**src/rtl/muldiv_unit.sv**
```systemverilog
// muldiv_unit: HI/LO multiply/divide unit with a 32-step shift-add multiplier and restoring divider.
// Build option MULDIV_FAST_MUL_EN: MULT/MULTU complete in a single cycle at the issue edge.
module muldiv_unit #(
    parameter int DIV_CYCLES = 32
) (
    input  logic        CLK,
    input  logic        RST,
    input  logic        Valid,
    input  logic [31:0] Ins,
    input  logic [31:0] A,
    input  logic [31:0] B,
    output logic        Busy,
    output logic        Stall,
    output logic [31:0] Result
);
    localparam logic [1:0] S_IDLE = 2'd0;
    localparam logic [1:0] S_RUN  = 2'd1;
    localparam logic [1:0] S_FIX  = 2'd2;

    localparam logic [5:0] F_MFHI  = 6'h10;
    localparam logic [5:0] F_MTHI  = 6'h11;
    localparam logic [5:0] F_MFLO  = 6'h12;
    localparam logic [5:0] F_MTLO  = 6'h13;
    localparam logic [5:0] F_MULT  = 6'h18;
    localparam logic [5:0] F_MULTU = 6'h19;
    localparam logic [5:0] F_DIV   = 6'h1A;
    localparam logic [5:0] F_DIVU  = 6'h1B;

    localparam logic [5:0] LAST_STEP = 6'(DIV_CYCLES - 1);

    logic [1:0]  r_state;
    logic [5:0]  r_cnt;
    logic [31:0] r_hi, r_lo;
    logic [31:0] r_wk_hi, r_wk_lo, r_opnd;
    logic        r_is_div, r_neg_res, r_neg_rem;

    logic [5:0]  w_funct;
    logic        w_special, w_is_mul, w_is_div, w_is_mthi, w_is_mtlo, w_is_mfhi, w_is_mflo, w_md_op;
    logic        w_signed, w_a_neg, w_b_neg;
    logic [31:0] w_a_mag, w_b_mag;
    logic        w_unused_ins;

    assign w_funct      = Ins[5:0];
    assign w_special    = (Ins[31:26] == 6'd0);
    assign w_is_mul     = w_special && (w_funct == F_MULT || w_funct == F_MULTU);
    assign w_is_div     = w_special && (w_funct == F_DIV  || w_funct == F_DIVU);
    assign w_is_mthi    = w_special && (w_funct == F_MTHI);
    assign w_is_mtlo    = w_special && (w_funct == F_MTLO);
    assign w_is_mfhi    = w_special && (w_funct == F_MFHI);
    assign w_is_mflo    = w_special && (w_funct == F_MFLO);
    assign w_md_op      = w_is_mul || w_is_div || w_is_mthi || w_is_mtlo || w_is_mfhi || w_is_mflo;
    assign w_unused_ins = ^Ins[25:6];

    // Even funct codes (MULT, DIV) are the signed variants.
    assign w_signed = ~w_funct[0];
    assign w_a_neg  = w_signed & A[31];
    assign w_b_neg  = w_signed & B[31];
    assign w_a_mag  = w_a_neg ? -A : A;
    assign w_b_mag  = w_b_neg ? -B : B;

    // One iteration step on magnitudes; signs are restored in FIX.
    logic [32:0] w_sum, w_shift;
    logic        w_ge;
    logic [31:0] w_diff;

    assign w_sum   = {1'b0, r_wk_hi} + (r_wk_lo[0] ? {1'b0, r_opnd} : 33'd0);
    assign w_shift = {r_wk_hi, r_wk_lo[31]};
    assign w_ge    = (w_shift >= {1'b0, r_opnd});
    assign w_diff  = w_shift[31:0] - r_opnd;

    logic [63:0] w_prod_mag, w_prod;
    logic [31:0] w_quot, w_rem, w_fix_hi, w_fix_lo;

    assign w_prod_mag = {r_wk_hi, r_wk_lo};
    assign w_prod     = r_neg_res ? -w_prod_mag : w_prod_mag;
    // A zero divisor leaves |A| as remainder, so sign restore reproduces A exactly.
    assign w_quot     = (r_opnd == 32'd0) ? 32'hFFFF_FFFF : (r_neg_res ? -r_wk_lo : r_wk_lo);
    assign w_rem      = r_neg_rem ? -r_wk_hi : r_wk_hi;
    assign w_fix_hi   = r_is_div ? w_rem  : w_prod[63:32];
    assign w_fix_lo   = r_is_div ? w_quot : w_prod[31:0];

`ifdef MULDIV_FAST_MUL_EN
    logic [63:0] w_fast_mag, w_fast_prod;
    assign w_fast_mag  = {32'd0, w_a_mag} * {32'd0, w_b_mag};
    assign w_fast_prod = (w_a_neg ^ w_b_neg) ? -w_fast_mag : w_fast_mag;
`endif

    assign Busy  = (r_state != S_IDLE);
    assign Stall = Busy & Valid & w_md_op;

    // NOTE: default first so every path assigns Result and no latch is inferred.
    always_comb begin
        Result = 32'd0;
        if (!Busy) begin
            if (w_is_mfhi)      Result = r_hi;
            else if (w_is_mflo) Result = r_lo;
        end
    end

    // NOTE: non-blocking assignments so every register samples pre-edge values.
    always_ff @(posedge CLK or negedge RST) begin
        if (!RST) begin
            r_state   <= S_IDLE;
            r_cnt     <= '0;
            r_hi      <= '0;
            r_lo      <= '0;
            r_wk_hi   <= '0;
            r_wk_lo   <= '0;
            r_opnd    <= '0;
            r_is_div  <= 1'b0;
            r_neg_res <= 1'b0;
            r_neg_rem <= 1'b0;
        end else begin
            case (r_state)
                S_IDLE: begin
                    if (Valid && (w_is_mul || w_is_div)) begin
`ifdef MULDIV_FAST_MUL_EN
                        if (w_is_mul) begin
                            r_hi <= w_fast_prod[63:32];
                            r_lo <= w_fast_prod[31:0];
                        end else begin
                            r_state <= S_RUN;
                        end
`else
                        r_state <= S_RUN;
`endif
                        r_cnt     <= '0;
                        r_is_div  <= w_is_div;
                        r_neg_res <= w_a_neg ^ w_b_neg;
                        r_neg_rem <= w_a_neg;
                        r_opnd    <= w_is_div ? w_b_mag : w_a_mag;
                        r_wk_lo   <= w_is_div ? w_a_mag : w_b_mag;
                        r_wk_hi   <= '0;
                    end else if (Valid && w_is_mthi) begin
                        r_hi <= A;
                    end else if (Valid && w_is_mtlo) begin
                        r_lo <= A;
                    end
                end
                S_RUN: begin
                    if (r_is_div) begin
                        r_wk_hi <= w_ge ? w_diff : w_shift[31:0];
                        r_wk_lo <= {r_wk_lo[30:0], w_ge};
                    end else begin
                        r_wk_hi <= w_sum[32:1];
                        r_wk_lo <= {w_sum[0], r_wk_lo[31:1]};
                    end
                    r_cnt <= r_cnt + 6'd1;
                    if (r_cnt == LAST_STEP) r_state <= S_FIX;
                end
                S_FIX: begin
                    r_hi    <= w_fix_hi;
                    r_lo    <= w_fix_lo;
                    r_cnt   <= '0;
                    r_state <= S_IDLE;
                end
                default: r_state <= S_IDLE;
            endcase
        end
    end
endmodule

```
**config.mk**
```make
export PLATFORM = sky130hd
export DESIGN_NAME = muldiv_unit
export DESIGN_NICKNAME = d
export VERILOG_FILES = /design/src/rtl/muldiv_unit.sv
export SDC_FILE = /design/constraint.sdc
export NUM_CORES = 1
export LEC_CHECK = 0
export CAP_MARGIN = 20
export CELL_PAD_IN_SITES_DETAIL_PLACEMENT = 1
export CELL_PAD_IN_SITES_GLOBAL_PLACEMENT = 1
export CORE_ASPECT_RATIO = 0.8
export CORE_MARGIN = 5
export CORE_UTILIZATION = 48
export DETAILED_ROUTE_END_ITERATION = 12
export PLACE_DENSITY_LB_ADDON = 0.15
export SYNTH_ARGS = -nofsm -noshare
export SYNTH_HDL_FRONTEND = slang
export SYNTH_SLANG_ARGS = --single-unit
```
**constraint.sdc**
```tcl
create_clock -name CLK -period 6.6 [get_ports CLK]
set_clock_uncertainty 0.1 [all_clocks]
set_input_delay 0.66 -clock CLK [delete_from_list [all_inputs] [get_ports CLK]]
set_output_delay 0.66 -clock CLK [all_outputs]
set_load 0.005 [all_outputs]
```
==> results of run 1 <==
logic make-up after synthesis:
kind of cell               Yosys count  share of synthesized area
and+or+nand+nor                    621                     0.1923
xor gates and xnor gates           172                    0.09841
AOI/OAI and AO/OA                  694                     0.2769
buffers and inverters              192                    0.04733
adders and majority gates           74                    0.06147
muxes                               64                    0.04398
DFF                                171                     0.2795
sequential cells by signal, summed over array words and instances (netlist names), 2 cells and up:
name	count
r_opnd	32
r_cnt	6
r_wk_lo	32
r_state	2
r_lo	32
r_wk_hi	32
r_hi	32
final cells by class:
class,instances,area [um^2]
Clock buffer,19,442.9
Multi-Input combinational cell,1625,10350
Sequential cell,171,4280
Timing Repair Buffer,143,1415
Tap cell,420,525.5
Clock inverter,13,178.9
Inverter,67,251.5
Fill cell,3886,13980
path summary, 6_finish.rpt:
| check | startpoint | endpoint |
|---|---|---|
| max | r_wk_hi[22]$_DFFE_PN0P_ | r_wk_lo[0]$_DFFE_PN0P_ |
| min | RST | r_wk_hi[11]$_DFFE_PN0P_ |
| max reg2reg | r_wk_hi[22]$_DFFE_PN0P_ | r_wk_lo[0]$_DFFE_PN0P_ |
| min reg2reg | r_lo[23]$_DFFE_PN0P_ | r_lo[23]$_DFFE_PN0P_ |
| max in group asynchronous | RST | r_is_div$_DFFE_PN0P_ |
| min in group CLK | r_lo[23]$_DFFE_PN0P_ | r_lo[23]$_DFFE_PN0P_ |
metrics by stage:
stage | utilization | instance area (um^2)
CTS | 0.5535 | 17390
detailed placement | 0.5337 | 16770
global placement | 0.5326 | 16730
finish | 0.5552 | 17450
global route | 0.5552 | 17450
floorplan | - | 15310
report_power, final:
part | total, uW | switching (uW) | leakage [uW] | internal [uW]
Clock | 1120 | 501 | 0.000307 | 618
Combinational | 349 | 216 | 0.00482 | 133
Sequential | 1090 | 29.3 | 0.00222 | 1060
worst reg2reg max path, stage by stage (launching register included):
cell      delay (ns)
dfrtp_1         0.52
ha_1            0.43
and2_1          0.20
nand3_1         0.18
or4_1           0.64
nor4_1          0.69
or3_1           0.21
a211oi_1        0.08
nand2_1         0.30
buf_4           0.49
nand2_1         0.30
a311oi_1        0.36
a21o_1          0.12
metal layers:
layer  share of wire  routed length [um]
met5               0                   0
met4           0.022                1395
met3           0.094                5829
met2            0.43               26490
met1            0.46               28600
synthesized netlist by cell type (7+ instances only):
cell and n:
or4_1 9, a211oi_1 23, and3_1 10, a31oi_1 13, or3_1 17, mux2i_1 38, a22o_1 7, o21a_1 13
o41ai_1 13, xor2_1 59, a21o_1 35, nor2_1 207, o21bai_1 11, nand2b_1 21, a21oi_1 188, nand4_1 16
xnor2_1 113, nand2_1 182, nor4_1 28, nor2b_1 14, o22ai_1 32, inv_1 66, clkbuf_1 119, and2_1 11
dfrtp_1 171, o21ai_0 203, a22oi_1 53, o211ai_1 22, o21ai_1 14, nor3_1 44, nand3_1 20, nor3b_1 20
mux2_2 26, ha_1 72, o31ai_1 34
layout by cell type (no fill, tap or decap), drive strengths merged, types with 35 or more instances in the layout:
cell type	count
ha	72
nor2	207
a22oi	53
inv	73
nand2	184
a21oi	188
o21ai	218
clkdlybuf4s50	111
xnor2	113
xor2	59
mux2i	38
o31ai	35
a21o	35
nor3	44
dfrtp	171
==> run_results.csv, run 1 <==
group,metric,value,unit
status,outcome,"completed",
synth,synth.top_cell.area_share,0.2795,
clock_tree,cts_hold_buf,0,
sta,clock.fmax,0.2131,GHz
worst_setup_path,critPathLaunchType,"register",
clock_tree,cts_tree,"done",
clock_tree,numCtsBuffers,17,
floorplanning,ioPinCount,133,
floorplanning,core_area,0.03142,mm^2
placed_design,gp_congestion,0.9677,
worst_setup_path,path_buf_inv,1,
placed_design,hpwl,47300,um
sta,post-route-period-util,0.7110,
grt,grt_antenna_before_repair,0,
worst_setup_path,cp_top_family,"simple AND/OR/NAND/NOR gates",
sta,slew_viol_final,0,
synth,synth_cell_type_count,70,
sta,setup_tns,0,ns
placed_design,dp_cells,2424,
sta,finalWorstSetupSlack,1.907,ns
worst_setup_path,crit_fanout,29,
synth,synth_area_leaders,"dfrtp_1 (28%), o21ai_0 (6.6%), xnor2_1 (6.5%)",
final_layout,drive_gt1_frac,0.05937,
synth,netlist.top_cell.by_area,"dfrtp_1",
sta,final-setup-viol-count,0,
worst_setup_path,worstPathRequired,6.90,ns
grt,grt_pass1_wl,95130,um
placed_design,pre_cts_ws,2.015,ns
floorplanning,die_x,209.7,um
routing,antenna_left,0,
routing,wl_per_cell,25.35,um
grt,first_global_vias,15930,
sta,slew_headroom,0.3097,
sta,hold_viol,0,
final_layout,area_delta_synth_final,13.98,%
floorplanning,die_y,169.7,um
clock_tree,cts_root_buf,"clkbuf_16",
run,maxCapViolCount,0,
synth,yosysWarnings,0,
worst_setup_path,crit_path_cell_trace,"ha_1, and2_1, nand3_1, or4_1, nor4_1, or3_1, a211oi_1, nand2_1, buf_4, nand2_1, a311oi_1, a21o_1",
clock_tree,htreeDepth,4,
synth,netlist_instances,1988,
worst_setup_path,r2r_cells,12,
routing,num_vias,16060,
clock_tree,cts.reportedPaths.clkPinSlew,0.08,ns
min_path,hp-class,"in -> async",
grt,grt_usage,0.3414,
pwr,peakVddDrop,0.1091,mV
synth,async_flop_share,1.000,
pwr,total_power,2560,uW
worst_setup_path,slowest_delay,0.69,ns
synth,synthesis.nets,2161,
final_layout,diodes,0,
sta,rsz0062_at_grt,"no",
synth,ys.flop_type,"dfrtp_1",
routing,viasPerCell,6.534,
routing,dr.pass1.iters,5,
placed_design,portBuffers,112,
sta,timing.hold.ws,0.08371,ns
clock_tree,clock_path_buffers,2,
clock_tree,post_cts_buffers,0,
synth,ys_seq_elements,171,
clock_tree,clk-insertion-delay-late,0.47,ns
worst_setup_path,critical_path_arrival,4.99,ns
final_layout,fin_nets,2198,
grt,overflow,0,
grt,use_met1,0.5211,
worst_setup_path,worst-path-stages,12,
synth,synth-edff-count,0,
worst_setup_path,worstSetupPathType,"reg -> reg",
worst_setup_path,r2r_setup_slack,1.91,ns
worst_setup_path,endpoint_kind,"register",
routing,drc_errors,0,
clock_tree,clkSinkCount,171,
clock_tree,post_cts_resized,0,
pwr,power.density,146.7,mW/mm^2
sta,worst_pin_slew,1.028,ns
worst_setup_path,path_common_cell,"nand2_1",
final_layout,layout.cells.non_filler,2458,
synth,yosysSeqAreaShare,0.2795,
grt,grt_use_met3,0.05396,
grt,grt_max_degree,86,
synth,syn_avg_cell_area,7.700,um^2
floorplanning,die_area,0.03558,mm^2
grt,use_met2,0.5052,
sta,period_needed,4.693,ns
routing,wirelength,62310,um
pwr,p_leak,0.007344,uW
worst_setup_path,cp_slowest_cell,"nor4_1",
floorplanning,initial_core_util,0.4871,
synth,syn_area,0.01531,mm^2
routing,drt_iter0_drc,1924,
grt,grt_busiest_layer,"met1",
floorplanning,row_count,58,
Note: power is estimated with default switching activity, not from simulation.
==> run 2: changes to the inputs <==
--- a/config.mk
+++ b/config.mk
@@ -10,7 +10,7 @@
 export CELL_PAD_IN_SITES_GLOBAL_PLACEMENT = 1
 export CORE_ASPECT_RATIO = 0.8
 export CORE_MARGIN = 5
-export CORE_UTILIZATION = 48
+export CORE_UTILIZATION = 40
 export DETAILED_ROUTE_END_ITERATION = 12
 export PLACE_DENSITY_LB_ADDON = 0.15
 export SYNTH_ARGS = -nofsm -noshare
==> constraint.sdc (replaced) <==
create_clock -name CLK -period 4.3 [get_ports CLK]
set_clock_uncertainty 0.1 [all_clocks]
set_input_delay 0.43 -clock CLK [delete_from_list [all_inputs] [get_ports CLK]]
set_output_delay 0.43 -clock CLK [all_outputs]
set_load 0.005 [all_outputs]
==> run_results.csv, run 2 (synthesis results as in run 1) <==
group,metric,value,unit
status,outcome,"completed",
routing,num_vias,15990,
final_layout,layout_common_cells,"nor2_1 (206), o21ai_0 (203), a21oi_1 (184)",
clock_tree,cts_root_buf,"clkbuf_16",
sta,slew_viol_final,0,
final_layout,fillers,4694,
pwr,p_leak,0.007566,uW
worst_setup_path,worstSetupPathType,"reg -> reg",
floorplanning,core_area,0.03804,mm^2
final_layout,design_area,0.01785,mm^2
placed_design,portBuffers,112,
worst_setup_path,critical_path_arrival,4.32,ns
worst_setup_path,critPathLaunchType,"register",
clock_tree,numCtsBuffers,17,
floorplanning,ioPinCount,133,
placed_design,pre_cts_ws,0.2289,ns
sta,setup_tns,0,ns
sta,period_needed,4.084,ns
clock_tree,cts_tree,"done",
routing,antenna_left,0,
grt,first_global_vias,15620,
sta,hold_viol,0,
final_layout,area_delta_synth_final,16.63,%
sta,rsz0062_at_grt,"no",
routing,drt_iter0_drc,1600,
routing,dr.pass1.iters,5,
clock_tree,clk-insertion-delay-late,0.46,ns
floorplanning,die_y,185.0,um
grt,grt_pass1_wl,96610,um
pwr,peakVddDrop,0.2723,mV
routing,wl_per_cell,24.88,um
floorplanning,die_area,0.04230,mm^2
sta,post-route-period-util,0.9497,
grt,grt_antenna_before_repair,3,
floorplanning,die_x,228.7,um
final_layout,layout_commonest_cell,"nor2_1",
worst_setup_path,worstPathRequired,4.54,ns
clock_tree,clock_path_buffers,2,
final_layout,drive_gt1_frac,0.08142,
placed_design,hpwl,49970,um
final_layout,diodes,0,
floorplanning,row_count,64,
grt,grt_usage,0.2951,
worst_setup_path,crit_fanout,30,
sta,clock.fmax,0.2449,GHz
grt,grt_max_degree,85,
final_layout,fin_nets,2248,
run,maxCapViolCount,0,
clock_tree,clkSinkCount,171,
sta,final-setup-viol-count,0,
routing,wirelength,64270,um
min_path,hp-class,"reg -> reg",
placed_design,gp_congestion,0.9444,
clock_tree,cts.reportedPaths.clkPinSlew,0.07,ns
sta,slew_headroom,0.3931,
routing,met1_length,31190,um
routing,drc_errors,0,
clock_tree,htreeDepth,4,
routing,topRoutingLayerUsed,"met5",
sta,worst_pin_slew,0.9103,ns
routing,viasPerCell,6.190,
clock_tree,post_cts_buffers,0,
floorplanning,initial_core_util,0.4024,
routing,dr_wl_met2,26770,um
placed_design,dpl_cell_area,0.01726,mm^2
pwr,power.density,214.8,mW/mm^2
routing,wl_met3,5080,um
worst_setup_path,endpoint_kind,"register",
grt,overflow,0,
sta,finalWorstSetupSlack,0.2162,ns
## run 2: critical path, cell delays in order, from the launching register on
cell and delay (ns):
dfrtp_1 0.63, inv_1 0.18, buf_12 0.20, nor2_1 0.14, ha_1 0.28, and2_1 0.19, a221oi_1 0.45, a31oi_1 0.33
a21boi_0 0.31, buf_4 0.18, nor3_1 0.05, nor2_1 0.31, o31ai_1 0.14, xor2_1 0.16, a22oi_1 0.16, o211ai_1 0.11
## run 2: area by class of cell
type / instances / area, um^2 / share of cell area
clock buffer: 19 / 442.9 / 0.02481
inverter: 67 / 251.5 / 0.01409
clock inverter: 13 / 135.1 / 0.007569
sequential: 171 / 4280 / 0.2398
timing repair buffer: 193 / 1770 / 0.09917
multi-input combinational: 1625 / 10350 / 0.5799
tap: 495 / 619.3 / 0.03469
## run 2: metrics by stage
stage	hold slack [ns]	std cells	total power, uW	util
6_report	0.3832	2583	3835	0.4693
5_1_grt	0.4042	2583	3953	0.4693
4_1_cts	0.3853	2583	3837	0.4692
3_5_place_dp	0.3672	2550	2242	0.4538
3_3_place_gp	0.3593	2550	2229	0.4538
2_1_floorplan	0.03441	1988	1947	-
## run 2: path summary, 6_finish.rpt
check / cells after the start / slack, ns / endpoint / from
min: 2 / 0.38 / r_lo[1]$_DFFE_PN0P_ / r_lo[1]$_DFFE_PN0P_
max reg2reg: 15 / 0.22 / r_wk_hi[25]$_DFFE_PN0P_ / r_wk_lo[0]$_DFFE_PN0P_
min reg2reg: 2 / 0.38 / r_lo[1]$_DFFE_PN0P_ / r_lo[1]$_DFFE_PN0P_
max in group asynchronous: 3 / 2.51 / r_is_div$_DFFE_PN0P_ / RST
min in group asynchronous: 2 / 0.49 / r_wk_hi[6]$_DFFE_PN0P_ / RST
max: 15 / 0.22 / r_wk_hi[25]$_DFFE_PN0P_ / r_wk_lo[0]$_DFFE_PN0P_
## run 2: timing repair
action / in CTS / in global routing
hold buffers: 1 / 0
setup endpoints to repair: 0 / 1
gates resized for setup: 0 / 1
hold endpoints to repair: 67 / 0
## run 2: per-layer routing
| layer | GRT usage | vias up |
|---|---|---|
| met5 | 0 | - |
| met2 | 0.4344 | 569 |
| met3 | 0.05931 | 58 |
| met4 | 0.06580 | 6 |
| met1 | 0.4460 | 7985 |
| li1 | - | 7372 |
## run 2: power by group
group | internal, uW | switching (uW) | total, uW
Clock | 833 | 776 | 1610
Sequential | 1630 | 42.2 | 1670
Combinational | 211 | 341 | 552
